## src/rtl/jhash_pkg.sv

```systemverilog
// Shared definitions for the Jenkins-hash scheduler and engine: FSM encoding,
// the golden seed constant and the default job-length width.
package jhash_pkg;

  typedef enum logic [1:0] {
    ST_IDLE   = 2'd0,
    ST_START  = 2'd1,
    ST_RUN    = 2'd2,
    ST_RESULT = 2'd3
  } state_e;

  localparam logic [31:0] JHASH_GOLDEN = 32'hdeadbeef;
  localparam int          JHASH_LENW   = 16;

endpackage

```

## src/rtl/jhash_rr_pick.sv

```systemverilog
// Combinational round-robin picker: first requester strictly after ptr_i,
// wrapping, returned both one-hot and encoded.
module jhash_rr_pick #(
  parameter int NCH = 4,
  localparam int PW = $clog2(NCH)
) (
  input  logic [NCH-1:0] req_i,
  input  logic [PW-1:0]  ptr_i,
  output logic [NCH-1:0] gnt_o,
  output logic [PW-1:0]  idx_o
);

  logic          found;
  logic [PW-1:0] cand;

  always_comb begin
    // NOTE: every output of a combinational block gets a default up front so
    // no path leaves it unassigned; otherwise synthesis infers a latch.
    gnt_o = '0;
    idx_o = '0;
    found = 1'b0;
    cand  = '0;
    for (int off = 1; off <= NCH; off++) begin
      cand = PW'((int'(ptr_i) + off) % NCH);
      if (!found && req_i[cand]) begin
        found       = 1'b1;
        gnt_o[cand] = 1'b1;
        idx_o       = cand;
      end
    end
  end

endmodule

```

## src/rtl/jhash_sched.sv

```systemverilog
// Round-robin scheduler sharing one Jenkins-hash engine among NCH channels,
// with a RUN watchdog and a valid/ready result port back to the granted channel.
module jhash_sched
  import jhash_pkg::*;
#(
  parameter int NCH     = 4,
  parameter int LENW    = JHASH_LENW,
  parameter int TIMEOUT = 4096,
  localparam int PW     = $clog2(NCH),
  localparam int CW     = $clog2(TIMEOUT)
) (
  input  logic              clk,
  input  logic              rst_n,
  input  logic [NCH-1:0]    ch_req,
  input  logic [NCH*LENW-1:0] ch_len,
  input  logic [NCH*32-1:0] ch_init,
  output logic [NCH-1:0]    ch_gnt,
  output logic              eng_start,
  output logic [LENW-1:0]   eng_len,
  output logic [31:0]       eng_init,
  output logic              eng_abort,
  input  logic              eng_done,
  input  logic [31:0]       eng_hash,
  output logic              res_valid,
  input  logic              res_ready,
  output logic [PW-1:0]     res_ch,
  output logic [31:0]       res_hash,
  output logic              res_err
);

  state_e          state_q;
  logic [PW-1:0]   ptr_q;
  logic [CW-1:0]   cnt_q;
  logic [NCH-1:0]  gnt_q;
  logic            start_q;
  logic            abort_q;
  logic [LENW-1:0] len_q;
  logic [31:0]     init_q;
  logic            valid_q;
  logic [PW-1:0]   ch_q;
  logic [31:0]     hash_q;
  logic            err_q;

  logic [NCH-1:0]  pick_gnt;
  logic [PW-1:0]   pick_idx;
  logic [LENW-1:0] len_sel;
  logic [31:0]     init_sel;

  jhash_rr_pick #(.NCH(NCH)) u_pick (
    .req_i (ch_req),
    .ptr_i (ptr_q),
    .gnt_o (pick_gnt),
    .idx_o (pick_idx)
  );

  // One-hot grant selects the winning channel's descriptor slices.
  always_comb begin
    len_sel  = '0;
    init_sel = '0;
    for (int i = 0; i < NCH; i++) begin
      if (pick_gnt[i]) begin
        len_sel  = ch_len[i*LENW +: LENW];
        init_sel = ch_init[i*32 +: 32];
      end
    end
  end

  // NOTE: state registers use non-blocking assignments so every flop samples
  // pre-edge values; blocking here would create order-dependent races.
  always_ff @(posedge clk or negedge rst_n) begin
    if (!rst_n) begin
      state_q <= ST_IDLE;
      ptr_q   <= PW'(NCH - 1);
      cnt_q   <= '0;
      gnt_q   <= '0;
      start_q <= 1'b0;
      abort_q <= 1'b0;
      len_q   <= '0;
      init_q  <= '0;
      valid_q <= 1'b0;
      ch_q    <= '0;
      hash_q  <= '0;
      err_q   <= 1'b0;
    end else begin
      start_q <= 1'b0;
      abort_q <= 1'b0;
      case (state_q)
        ST_IDLE: begin
          if (|ch_req) begin
            gnt_q  <= pick_gnt;
            ch_q   <= pick_idx;
            len_q  <= len_sel;
            init_q <= init_sel;
            if (len_sel == '0) begin
              // Zero-length job never touches the engine.
              hash_q  <= init_sel + JHASH_GOLDEN;
              err_q   <= 1'b0;
              valid_q <= 1'b1;
              state_q <= ST_RESULT;
            end else begin
              start_q <= 1'b1;
              state_q <= ST_START;
            end
          end
        end
        ST_START: begin
          cnt_q   <= '0;
          state_q <= ST_RUN;
        end
        ST_RUN: begin
          if (eng_done) begin
            hash_q  <= eng_hash;
            err_q   <= 1'b0;
            valid_q <= 1'b1;
            state_q <= ST_RESULT;
          end else if (cnt_q == CW'(TIMEOUT - 1)) begin
            abort_q <= 1'b1;
            hash_q  <= '0;
            err_q   <= 1'b1;
            valid_q <= 1'b1;
            state_q <= ST_RESULT;
          end else begin
            cnt_q <= cnt_q + 1'b1;
          end
        end
        ST_RESULT: begin
          if (res_ready) begin
            valid_q <= 1'b0;
            gnt_q   <= '0;
            ptr_q   <= ch_q;
            state_q <= ST_IDLE;
          end
        end
        default: state_q <= ST_IDLE;
      endcase
    end
  end

  assign ch_gnt    = gnt_q;
  assign eng_start = start_q;
  assign eng_len   = len_q;
  assign eng_init  = init_q;
  assign eng_abort = abort_q;
  assign res_valid = valid_q;
  assign res_ch    = ch_q;
  assign res_hash  = hash_q;
  assign res_err   = err_q;

  a_gnt_onehot0: assert property (@(posedge clk) disable iff (!rst_n) $onehot0(gnt_q));
  a_start_state: assert property (@(posedge clk) disable iff (!rst_n) start_q |-> state_q == ST_START);
  a_abort_err:   assert property (@(posedge clk) disable iff (!rst_n) abort_q |-> (state_q == ST_RESULT && err_q));
  a_valid_state: assert property (@(posedge clk) disable iff (!rst_n) valid_q == (state_q == ST_RESULT));

endmodule
```

## config.mk

```make
export PLATFORM = sky130hd
export DESIGN_NAME = jhash_sched
export DESIGN_NICKNAME = d
export VERILOG_FILES = /design/src/rtl/jhash_pkg.sv /design/src/rtl/jhash_rr_pick.sv /design/src/rtl/jhash_sched.sv
export SDC_FILE = /design/constraint.sdc
export NUM_CORES = 1
export LEC_CHECK = 0
export BUFFER_PORTS_ARGS = -buffer_cell sky130_fd_sc_hd__clkbuf_2
export CAP_MARGIN = 10
export CORE_UTILIZATION = 49
export DETAILED_ROUTE_END_ITERATION = 6
export PLACE_DENSITY = 0.82
export SKIP_CTS_REPAIR_TIMING = 1
export SLEW_MARGIN = 30
export SYNTH_ARGS = -nofsm -noshare
export SYNTH_HDL_FRONTEND = slang
export SYNTH_SLANG_ARGS = --single-unit
```

## constraint.sdc

```tcl
create_clock -name clk -period 6.4 [get_ports clk]
set_input_delay 0.64 -clock clk [delete_from_list [all_inputs] [get_ports clk]]
set_output_delay 0.64 -clock clk [all_outputs]
set_load 0.01 [all_outputs]
```

* Yosys cells after proc, flatten, opt, wreduce, memory -nomap -nowiden
Cells that the tools add are included.
Operators by class: $add $sub $neg 6, magnitude comparators 8, equality and inequality tests 10, muxes and demuxes 68, bitwise operators 3, reduce and logical (&&, ||, !) cells 24
Operators by type and width (number):
- 2-to-1 mux 32 bit | 8
- 2-to-1 mux 16 bit | 4
- case mux 32 bit (2 select lines) | 1
- adder 32 bit (second input constant) | 1
- 2-to-1 mux 1 bit | 25
- 2-to-1 mux 12 bit | 2
- 2-to-1 mux 4 bit | 6
- case mux 12 bit (2 select lines) | 1
- 2-to-1 mux 2 bit | 9
- zero test 16 bit | 1
- adder 12 x 1 -> 12 bit (second input constant) | 1
- == test 12 bit (second input constant) | 1
- < comparator 2 x 3 -> 1 bit (second input constant) | 4
- bitwise OR 4 bit | 3
- != test 2 bit (second input constant) | 5
- AND reduction 3 bit | 3
- binary-select mux 1 bit (select 2 bit) | 4
- demux 1 bit (select 2 bit) | 4
- >= comparator 2 x 1 -> 1 bit (second input constant) | 4
- case mux 2 bit (4 select lines) | 1
- case mux 4 bit (2 select lines) | 1
- logical AND 1 bit | 7
- nonzero test 2 bit | 3
- AND reduction 5 bit | 1
- 13 further kinds | 19
Word-level totals: bits in registers 106, input bits 232, output and inout bits 90

* Logic depth before layout (Yosys ltp)
Gate-level depths: netlist of run 1.
word-level depth 21, gate-level depth with buffers 20

* Modules after synthesis
A second synthesis of run 1 with hierarchy kept.
Unflattened totals: cells, all modules 850, area total of the unflattened synthesis 7304.5 um2
By module, submodules not included:
- jhash_sched | instances 1, cells an instance 782, area each 6759.0 um2, seq. area each 2655.0 um2
- jhash_rr_pick | instances 1, cells an instance 68, area each 545.5 um2, seq. area each 0.0 um2

* Worst setup path after synthesis of run 1
Ideal clock, no wire load.
kind reg-to-reg, start register ptr_q[0], end register hash_q[26], in the netlist res_hash[26], library setup time 0.132 ns, arrival time 4.601 ns, slack 1.667 ns, stages on the path, launching flop included 20, path buffers 6, clock period less this slack 4.733 ns, cells stage by stage dfstp_2 > buf_6 > clkbuf_1 > inv_1 > ha_1 > clkbuf_1 > mux4_2 > a211o_1 > a21o_1 > buf_4 > buf_4 > buf_4 > a221oi_2 > a2bb2oi_2 > o211a_4 > nand4_4 > o21a_4 > a21oi_1 > xor2_1 > o211ai_1
On the way: longest elaborated chain between the ends 21, elaborated cells between the ends (all ways) 63, classes of those cells add/sub (5); order compare (8); eq/ne (1); mux (34); bitwise (3); reduce/logical (12)
RTL lines:
- from (decl) | line jhash_sched.sv:32 | logic [PW-1:0] ptr_q;
- from (signal assigned) | line jhash_sched.sv:73 | ptr_q <= PW'(NCH - 1);
- from (signal assigned) | line jhash_sched.sv:130 | ptr_q <= ch_q;
- branches (longest 12 deep; another with < comparator 2 x 3 -> 1 bit)
- 2-to-1 mux 4 bit (*) | line jhash_rr_pick.sv:25 | if (!found && req_i[cand]) begin
- 2-to-1 mux 32 bit (4 in series) | line jhash_sched.sv:61 | if (pick_gnt[i]) begin
- adder 32 bit | line jhash_sched.sv:96 | hash_q <= init_sel + JHASH_GOLDEN;
- 2-to-1 mux 32 bit | line jhash_sched.sv:94 | if (len_sel == '0) begin
- 2-to-1 mux 32 bit | line jhash_sched.sv:89 | if (|ch_req) begin
- case mux 32 bit (2 select lines) | line jhash_sched.sv:87 | case (state_q)
- to (signal assigned) | line jhash_sched.sv:96
- to (signal assigned) | line jhash_sched.sv:112 | hash_q <= eng_hash;
- to (decl) | line jhash_sched.sv:41 | logic [31:0] hash_q;
Every way passes the cells marked *. The select of a mux whose other input is x is not followed. A chain may end at the register's enable or synchronous reset.

* Worst setup path in the final report of run 1
Same ends and word-level chain as after synthesis.

==> results of run 1 <==
-- worst max-delay path, stage by stage, from the launching register on --
cell and delay (ns):
sky130_fd_sc_hd__dfstp_2 0.86, sky130_fd_sc_hd__inv_1 0.20, sky130_fd_sc_hd__ha_1 0.52, sky130_fd_sc_hd__mux4_2 0.44
sky130_fd_sc_hd__nor2b_1 0.35, sky130_fd_sc_hd__and2_1 0.27, sky130_fd_sc_hd__or3_2 0.44, sky130_fd_sc_hd__nor2_4 0.18
sky130_fd_sc_hd__a221oi_1 0.39, sky130_fd_sc_hd__nand3_1 0.17, sky130_fd_sc_hd__nor4b_2 0.61, sky130_fd_sc_hd__a21oi_4 0.30
sky130_fd_sc_hd__inv_2 0.37, sky130_fd_sc_hd__nand2_2 0.21, sky130_fd_sc_hd__o211ai_1 0.25
-- worst max path at each step --
stage                     startpoint      endpoint  slack (ns)  cells past startpoint
after floorplan             ptr_q[0]  res_hash[26]        1.67                     19
after global placement      ptr_q[0]  res_hash[23]        0.93                     13
after detailed placement    ptr_q[0]  res_hash[20]        0.91                     14
after CTS                   ptr_q[0]  res_hash[20]        0.90                     14
after global routing        ptr_q[0]  res_hash[19]        0.42                     14
final                       ptr_q[0]  res_hash[26]        0.72                     14
-- flip-flops by register name (all words and copies together), names as in the netlist --
name	flops
cnt_q	12
ch_gnt	4
eng_init	32
eng_start	1
res_err	1
res_valid	1
eng_abort	1
res_ch	2
eng_len	16
res_hash	32
state_q	2
ptr_q	2
-- power by group --
group	leakage, nW	internal (W)	switching (W)
clock	0.142	0.000282	0.000269
sequential	1.33	0.000969	0.000209
combinational	3.02	0.00208	0.00331
total	4.50	0.00333	0.00379
-- cell usage in the layout, fill, tap and decap left out, types with 18 or more instances in the layout --
master / netlist / final
sky130_fd_sc_hd__a21oi_1: 41 / 41
sky130_fd_sc_hd__nor2_1: 68 / 68
sky130_fd_sc_hd__nor3_1: 34 / 34
sky130_fd_sc_hd__a221oi_1: 31 / 30
sky130_fd_sc_hd__a22oi_1: 18 / 18
sky130_fd_sc_hd__nand2_1: 99 / 99
sky130_fd_sc_hd__clkbuf_2: 0 / 320
sky130_fd_sc_hd__dfrtp_1: 104 / 104
sky130_fd_sc_hd__o21ai_0: 85 / 85
sky130_fd_sc_hd__nand3_1: 19 / 19
-- through the flow --
step / total power (W) / instance area (um2) / hold slack [ns] / setup WS, ns
after detailed placement: 0.00642 / 9230 / 0.469 / 0.914
after global routing: 0.00760 / 9540 / 0.304 / 0.416
after floorplan: 0.00495 / 7520 / 0.344 / 1.67
after global placement: 0.00626 / 9200 / 0.462 / 0.927
after CTS: 0.00698 / 9510 / 0.296 / 0.904
final: 0.00712 / 9540 / 0.270 / 0.724
-- area by class of cell --
class | count | area [um2] | area share
inverters | 15 | 56.3 | 0.00590
multi-input cells | 670 | 4530 | 0.475
well taps | 184 | 230 | 0.0241
diodes | 1 | 2.50 | 0.000262
clock buffers | 11 | 243 | 0.0254
flip-flops and latches | 106 | 2660 | 0.278
clock inverters | 5 | 46.3 | 0.00485
repair buffers | 338 | 1780 | 0.186
-- cell families after synthesis --
kind of cell             synth area share
AO/OA/AOI/OAI                       0.320
multiplexers                       0.0406
buffers and inverters              0.0516
adder cells (fa/ha/maj)            0.0233
flip-flops                          0.353
AND/OR/NAND/NOR                     0.175
XOR/XNOR                           0.0373
-- per-layer routing --
metal  track usage  up-vias  routed length (um)
li1              -     3764                   -
met1         0.490     3957               11900
met2         0.549      515               12600
met3        0.0697       61                2480
met4         0.125        0                 884
met5             0        -                   0
==> report_table.html, run 1 <==
<table>
<tr><th>Metric</th><th>Value</th></tr>
<tr><th colspan="2">Detailed routing</th></tr>
<tr><td>Routed vias</td><td>8297</td></tr>
<tr><td>Initial DRT Pass Iterations</td><td>7</td></tr>
<tr><td>Overall routed net length</td><td>27900 um</td></tr>
<tr><td>Post-route antenna net violation count</td><td>0</td></tr>
<tr><td>Iteration-0 DRC Markers</td><td>852</td></tr>
<tr><td>Final routed DRC violation total</td><td>0</td></tr>
<tr><td>Post-detailed-route via-to-cell ratio</td><td>6.24</td></tr>
<tr><td>WL/cell</td><td>21.0 um</td></tr>
<tr><th colspan="2">Global routing</th></tr>
<tr><td>Antenna violations before repair</td><td>1</td></tr>
<tr><td>Via count of the first global-routing pass</td><td>7804</td></tr>
<tr><td>Total track usage</td><td>0.353</td></tr>
<tr><td>GRT Residual Overflow</td><td>0</td></tr>
<tr><td>Global-route wire length before repair</td><td>43500 um</td></tr>
<tr><td>Maximum number of pins on one net before global-route repair</td><td>97</td></tr>
<tr><th colspan="2">Final layout</th></tr>
<tr><td>Post-route core utilization</td><td>0.647</td></tr>
<tr><td>Number of fillers in the final layout</td><td>1272</td></tr>
<tr><td>Synth-to-layout area growth</td><td>26.9%</td></tr>
<tr><td>Fraction of final layout cells sized beyond drive strength 1</td><td>0.367</td></tr>
<tr><td>Final nets</td><td>1386</td></tr>
<tr><td>Post-Layout Cell Count</td><td>1330</td></tr>
<tr><th colspan="2">Logic synthesis</th></tr>
<tr><td>Predominant post-synthesis flop cell</td><td>sky130_fd_sc_hd__dfrtp_1</td></tr>
<tr><td>Post-synth top area cell</td><td>sky130_fd_sc_hd__dfrtp_1</td></tr>
<tr><td>Number of enable flip-flop cells after synthesis</td><td>0</td></tr>
<tr><td>YS warnings</td><td>0</td></tr>
<tr><td>Mean instance size in the synthesized netlist</td><td>8.79 um2</td></tr>
<tr><td>Commonest cells in the netlist</td><td>sky130_fd_sc_hd__dfrtp_1, sky130_fd_sc_hd__nand2_1, sky130_fd_sc_hd__o21ai_0</td></tr>
<tr><td>Share of the yosys chip area belonging to registers</td><td>0.353</td></tr>
<tr><td>Ys async rst share</td><td>1.00</td></tr>
<tr><td>Number of instances in the synthesized netlist</td><td>856</td></tr>
<tr><td>Top-count cell post-synth</td><td>sky130_fd_sc_hd__dfrtp_1</td></tr>
<tr><td>Area fraction of the dominant cell type after synthesis</td><td>0.346</td></tr>
<tr><td>#FFs+latches synth</td><td>106</td></tr>
<tr><td>Post-synth cell types</td><td>90</td></tr>
<tr><td>Post-synthesis net count</td><td>1102</td></tr>
<tr><td>Synth top area cells</td><td>sky130_fd_sc_hd__dfrtp_1, sky130_fd_sc_hd__o21ai_0, sky130_fd_sc_hd__nand2_1, sky130_fd_sc_hd__a221oi_1, sky130_fd_sc_hd__nor2_1</td></tr>
<tr><td>Post-synthesis instance area</td><td>7520 um2</td></tr>
<tr><th colspan="2">Timing</th></tr>
<tr><td>Final hold vios</td><td>0</td></tr>
<tr><td>Setup violators final</td><td>0</td></tr>
<tr><td>Relative slew margins</td><td>0.370</td></tr>
<tr><td>Ratio of final minimum period to clock period</td><td>0.887</td></tr>
<tr><td>Upper clock frequency limit</td><td>176 MHz</td></tr>
<tr><td>Unrepaired setup endpoints after global routing</td><td>false</td></tr>
<tr><td>Final number of max-transition violations</td><td>0</td></tr>
<tr><td>Slew at the pin closest to its max-slew limit</td><td>0.944 ns</td></tr>
<tr><td>Sum of negative setup slack</td><td>0 ns</td></tr>
<tr><td>Final Critical Period</td><td>5.68 ns</td></tr>
<tr><td>Final clock skew</td><td>0.00700 ns</td></tr>
<tr><th colspan="2">Place</th></tr>
<tr><td>Detailed placer's ending HPWL</td><td>21400 um</td></tr>
<tr><td>Gp weighted congestion</td><td>0.999</td></tr>
<tr><td>Number of placed instances, taps included</td><td>1312</td></tr>
<tr><td>Number of buffers inserted by port buffering</td><td>321</td></tr>
<tr><th colspan="2">Power and ir drop</th></tr>
<tr><td>Leakage</td><td>4.50 nW</td></tr>
<tr><td>Max IR drop VDD</td><td>332 uV</td></tr>
<tr><td>PwrDens</td><td>746 nW/um2</td></tr>
<tr><th colspan="2">Floorplanning</th></tr>
<tr><td>Placeable core region</td><td>14800 um2</td></tr>
<tr><td>X dimension of the die</td><td>126 um</td></tr>
<tr><td>Die Ht</td><td>126 um</td></tr>
<tr><td>Number of placement rows</td><td>44</td></tr>
<tr><td>Effective utilization at floorplan</td><td>0.510</td></tr>
<tr><td>DIE AREA</td><td>15900 um2</td></tr>
<tr><td>Top-level I/O count</td><td>322</td></tr>
<tr><th colspan="2">CTS</th></tr>
<tr><td>Maximum root-to-sink buffer count</td><td>2</td></tr>
<tr><td>Clock transition at the register clock pins on the worst setup and hold paths after CTS</td><td>0.07 ns</td></tr>
<tr><td>Sink Count</td><td>106</td></tr>
<tr><td>Insertion delay of the later-clocked pin in the worst-skew pair</td><td>0.36 ns</td></tr>
<tr><td>CTS tree</td><td>yes</td></tr>
<tr><td>Clock tree root driver cell</td><td>sky130_fd_sc_hd__clkbuf_16</td></tr>
<tr><td>H-tree level count</td><td>3</td></tr>
<tr><td>CTS Buf Count</td><td>9</td></tr>
<tr><th colspan="2">Setup path</th></tr>
<tr><td>Req. time, crit path</td><td>6.67 ns</td></tr>
<tr><td>Largest fanout of any net on the critical path</td><td>25</td></tr>
<tr><td>Type of the worst setup path</td><td>reg2reg</td></tr>
<tr><td>Worst reg2reg path endpoint</td><td>res_hash[26]</td></tr>
<tr><td>Kind of end point of the critical path</td><td>flip-flop</td></tr>
<tr><td>Data arrival time of the worst path</td><td>5.95 ns</td></tr>
<tr><td>Worst reg2reg setup slack</td><td>0.72 ns</td></tr>
<tr><td>Kind of start point of the critical path</td><td>flip-flop</td></tr>
<tr><td>Reg-to-reg startpoint</td><td>ptr_q[0]</td></tr>
<tr><td>Register-to-Register Path Depth</td><td>14</td></tr>
<tr><th colspan="2">Min path</th></tr>
<tr><td>HP Class</td><td>in2async</td></tr>
<tr><th colspan="2">Status</th></tr>
<tr><td>Outcome</td><td>finished clean</td></tr>
<tr><th colspan="2">Job</th></tr>
<tr><td>Count of maximum capacitance violations</td><td>0</td></tr>
</table>
(Power assumes the default switching activity.)
==> run 2, diff against run 1 <==
- PLACE_DENSITY: 0.82 -> not set
- PLACE_DENSITY_LB_ADDON: not set -> 0.1
==> run 2 against run 1 <==
Register-to-register slack gained 0.07 ns. Die area is the same. First-iteration DRC count shrank 35%. Via count shrank 3.8%. Worst setup slack gained 0.073 ns. Fmax grew 1.3%. Worst hold slack gained 0.00054 ns. Core utilization shrank 0.53 points. Combinational power shrank 2%. Highest routed layer is now met5.
==> report_table.html, run 2 (synthesis gave the netlist of run 1 again) <==
<table>
<tr><th>Metric</th><th>Value</th></tr>
<tr><th colspan="2">Status</th></tr>
<tr><td>Outcome</td><td>finished clean</td></tr>
<tr><th colspan="2">CTS</th></tr>
<tr><td>Clock transition at the register clock pins on the worst setup and hold paths after CTS</td><td>0.07 ns (about the same)</td></tr>
<tr><td>Clock tree root driver cell</td><td>sky130_fd_sc_hd__clkbuf_16</td></tr>
<tr><td>H-tree level count</td><td>3 (unchanged)</td></tr>
<tr><td>Maximum root-to-sink buffer count</td><td>2 (unchanged)</td></tr>
<tr><td>Insertion delay of the later-clocked pin in the worst-skew pair</td><td>0.35 ns (about the same)</td></tr>
<tr><td>Sink Count</td><td>106 (unchanged)</td></tr>
<tr><td>CTS tree</td><td>yes</td></tr>
<tr><td>CTS Buf Count</td><td>9 (unchanged)</td></tr>
<tr><th colspan="2">Timing</th></tr>
<tr><td>Slew at the pin closest to its max-slew limit</td><td>0.893 ns (-0.0510 ns)</td></tr>
<tr><td>Upper clock frequency limit</td><td>178 MHz (+1.3%)</td></tr>
<tr><td>Setup violators final</td><td>0 (unchanged)</td></tr>
<tr><td>Final hold vios</td><td>0 (unchanged)</td></tr>
<tr><td>Final number of max-transition violations</td><td>0 (unchanged)</td></tr>
<tr><td>Sum of negative setup slack</td><td>0 ns (unchanged)</td></tr>
<tr><td>Final Critical Period</td><td>5.60 ns (-0.0729 ns)</td></tr>
<tr><td>Unrepaired setup endpoints after global routing</td><td>false</td></tr>
<tr><td>Ratio of final minimum period to clock period</td><td>0.876 (-0.0114)</td></tr>
<tr><td>Final clock skew</td><td>0.00756 ns (+0.000558 ns)</td></tr>
<tr><td>Final setup margin</td><td>0.796 ns (+0.0729 ns)</td></tr>
<tr><td>Relative slew margins</td><td>0.404 (+0.0340)</td></tr>
<tr><th colspan="2">Global routing</th></tr>
<tr><td>GRT Residual Overflow</td><td>0 (unchanged)</td></tr>
<tr><td>Via count of the first global-routing pass</td><td>7537 (-3.4%)</td></tr>
<tr><td>Total track usage</td><td>0.334 (-0.0195)</td></tr>
<tr><td>Maximum number of pins on one net before global-route repair</td><td>97 (unchanged)</td></tr>
<tr><td>Global-route wire length before repair</td><td>41100 um (-5.4%)</td></tr>
<tr><td>Antenna violations before repair</td><td>1 (unchanged)</td></tr>
<tr><th colspan="2">Detailed routing</th></tr>
<tr><td>Initial DRT Pass Iterations</td><td>5 (-2)</td></tr>
<tr><td>Post-detailed-route via-to-cell ratio</td><td>6.02 (-3.6%)</td></tr>
<tr><td>WL/cell</td><td>20.0 um (-4.8%)</td></tr>
<tr><td>Final routed DRC violation total</td><td>0 (unchanged)</td></tr>
<tr><td>Iteration-0 DRC Markers</td><td>554 (-35%)</td></tr>
<tr><td>Overall routed net length</td><td>26500 um (-5.1%)</td></tr>
<tr><td>Routed vias</td><td>7983 (-3.8%)</td></tr>
<tr><td>Post-route antenna net violation count</td><td>0 (unchanged)</td></tr>
<tr><th colspan="2">Final layout</th></tr>
<tr><td>Synth-to-layout area growth</td><td>25.8%</td></tr>
<tr><td>Most common cell after layout, fill and taps aside</td><td>sky130_fd_sc_hd__clkbuf_2</td></tr>
<tr><td>Final antenna diode count</td><td>0 (-1)</td></tr>
<tr><td>Post-route core utilization</td><td>0.642 (-0.00534)</td></tr>
<tr><td>Summed area of non-filler cells in the final layout</td><td>9470 um2 (-0.83%)</td></tr>
<tr><td>Post-Layout Cell Count</td><td>1327 (-0.23%)</td></tr>
<tr><td>Final nets</td><td>1384 (-0.14%)</td></tr>
<tr><td>Commonest cells after routing, fill and taps aside</td><td>sky130_fd_sc_hd__clkbuf_2, sky130_fd_sc_hd__dfrtp_1, sky130_fd_sc_hd__nand2_1, sky130_fd_sc_hd__o21ai_0, sky130_fd_sc_hd__nor2_1</td></tr>
<tr><td>Fraction of final layout cells sized beyond drive strength 1</td><td>0.366 (-0.00111)</td></tr>
<tr><th colspan="2">Setup path</th></tr>
<tr><td>Kind of cell adding the most delay to the critical path</td><td>compound AO/OA/AOI/OAI gates</td></tr>
<tr><td>Data arrival time of the worst path</td><td>5.84 ns (-0.11 ns)</td></tr>
<tr><td>Max stage delay cell, worst path</td><td>sky130_fd_sc_hd__dfstp_2</td></tr>
<tr><td>Cell seen most often among critical-path stages</td><td>sky130_fd_sc_hd__a211o_1</td></tr>
<tr><td>Kind of start point of the critical path</td><td>flip-flop</td></tr>
<tr><td>CP Cell Sequence</td><td>inv_1 &gt; ha_1 &gt; mux4_2 &gt; a211o_1 &gt; a221oi_4 &gt; buf_4 &gt; a22oi_1 &gt; a211o_1 &gt; and3_1 &gt; a21oi_1 &gt; nor2_1 &gt; o21ai_1 &gt; xor2_1 &gt; o211ai_1</td></tr>
<tr><td>Maximum cell stage delay along the critical path</td><td>0.88 ns (+0.02 ns)</td></tr>
<tr><td>Kind of end point of the critical path</td><td>flip-flop</td></tr>
<tr><td>Buffer and inverter count on the worst path</td><td>2 (unchanged)</td></tr>
<tr><td>Req. time, crit path</td><td>6.63 ns (-0.04 ns)</td></tr>
<tr><td>Largest fanout of any net on the critical path</td><td>32 (+28%)</td></tr>
<tr><td>Type of the worst setup path</td><td>reg2reg</td></tr>
<tr><th colspan="2">Floorplanning</th></tr>
<tr><td>Die Ht</td><td>126 um (unchanged)</td></tr>
<tr><td>Number of placement rows</td><td>44 (unchanged)</td></tr>
<tr><td>DIE AREA</td><td>15900 um2 (unchanged)</td></tr>
<tr><td>Placeable core region</td><td>14800 um2 (unchanged)</td></tr>
<tr><td>Top-level I/O count</td><td>322 (unchanged)</td></tr>
<tr><td>X dimension of the die</td><td>126 um (unchanged)</td></tr>
<tr><td>Effective utilization at floorplan</td><td>0.510 (unchanged)</td></tr>
<tr><th colspan="2">Place</th></tr>
<tr><td>Pre-CTS setup slack</td><td>0.945 ns (+0.0310 ns)</td></tr>
<tr><td>Number of placed instances, taps included</td><td>1311 (-0.076%)</td></tr>
<tr><td>Gp weighted congestion</td><td>1.01 (+1.1%)</td></tr>
<tr><td>Post-Place Cell Area</td><td>9190 um2 (-0.42%)</td></tr>
<tr><td>Detailed placer's ending HPWL</td><td>20700 um (-3.5%)</td></tr>
<tr><td>Number of buffers inserted by port buffering</td><td>321 (unchanged)</td></tr>
<tr><th colspan="2">Power and ir drop</th></tr>
<tr><td>Leakage</td><td>4.45 nW (-0.97%)</td></tr>
<tr><td>PwrDens</td><td>740 nW/um2 (-0.78%)</td></tr>
<tr><td>Max IR drop VDD</td><td>403 uV (+21%)</td></tr>
<tr><th colspan="2">Job</th></tr>
<tr><td>Count of maximum capacitance violations</td><td>0 (unchanged)</td></tr>
<tr><th colspan="2">Min path</th></tr>
<tr><td>HP Class</td><td>in2async</td></tr>
</table>
-- run 2: layer usage --
layer | vias to the layer above | wire length [um] | global-route usage | part of all wire
met1 | 3774 | 12000 | 0.479 | 0.45
met2 | 395 | 11900 | 0.520 | 0.45
met4 | 2 | 596 | 0.0879 | 0.023
li1 | 3765 | - | - | -
met3 | 47 | 1900 | 0.0573 | 0.072
met5 | - | 38 | 0 | 0.0014
-- run 2: worst register-to-register path, cell delays in order, from the launching register on --
cell and delay (ns):
sky130_fd_sc_hd__dfstp_2 0.88, sky130_fd_sc_hd__inv_1 0.20, sky130_fd_sc_hd__ha_1 0.52, sky130_fd_sc_hd__mux4_2 0.43, sky130_fd_sc_hd__a211o_1 0.35, sky130_fd_sc_hd__a221oi_4 0.73
sky130_fd_sc_hd__buf_4 0.50, sky130_fd_sc_hd__a22oi_1 0.14, sky130_fd_sc_hd__a211o_1 0.42, sky130_fd_sc_hd__and3_1 0.26, sky130_fd_sc_hd__a21oi_1 0.36, sky130_fd_sc_hd__nor2_1 0.17
sky130_fd_sc_hd__o21ai_1 0.18, sky130_fd_sc_hd__xor2_1 0.24, sky130_fd_sc_hd__o211ai_1 0.11
-- run 2: power breakdown --
| group | internal (W) | leakage (nW) | total [W] | switching [W] |
|---|---|---|---|---|
| Sequential | 0.000969 | 1.33 | 0.00117 | 0.000205 |
| Clock | 0.000269 | 0.131 | 0.000536 | 0.000267 |
| Combinational | 0.00205 | 2.99 | 0.00529 | 0.00324 |
-- run 2: area by class of cell --
cell class              instances  area, um2
fillers                      1314       5290
multi-input cells             670       4520
flip-flops and latches        106       2660
repair buffers                336       1720
well taps                     184        230
clock buffers                  10        229
inverters                      15       56.3
clock inverters                 6       48.8
-- run 2: path summary, 6_finish.rpt --
path	from	to	slack [ns]	cells past startpoint
worst max register to register	ptr_q[0]	res_hash[20]	0.80	14
min in group clk	res_hash[1]	res_hash[1]	0.48	2
worst min-delay path	rst_n	cnt_q[8]	0.27	1
worst max-delay path	ptr_q[0]	res_hash[20]	0.80	14
max in group asynchronous	rst_n	eng_init[18]	4.90	2
worst min register to register	res_hash[1]	res_hash[1]	0.48	2
-- run 2: through the flow --
stage / hold slack [ns] / total power (W)
floorplan: 0.344 / 0.00495
global placement: 0.462 / 0.00629
detailed placement: 0.469 / 0.00638
CTS: 0.284 / 0.00692
global route: 0.309 / 0.00750
finish: 0.270 / 0.00700
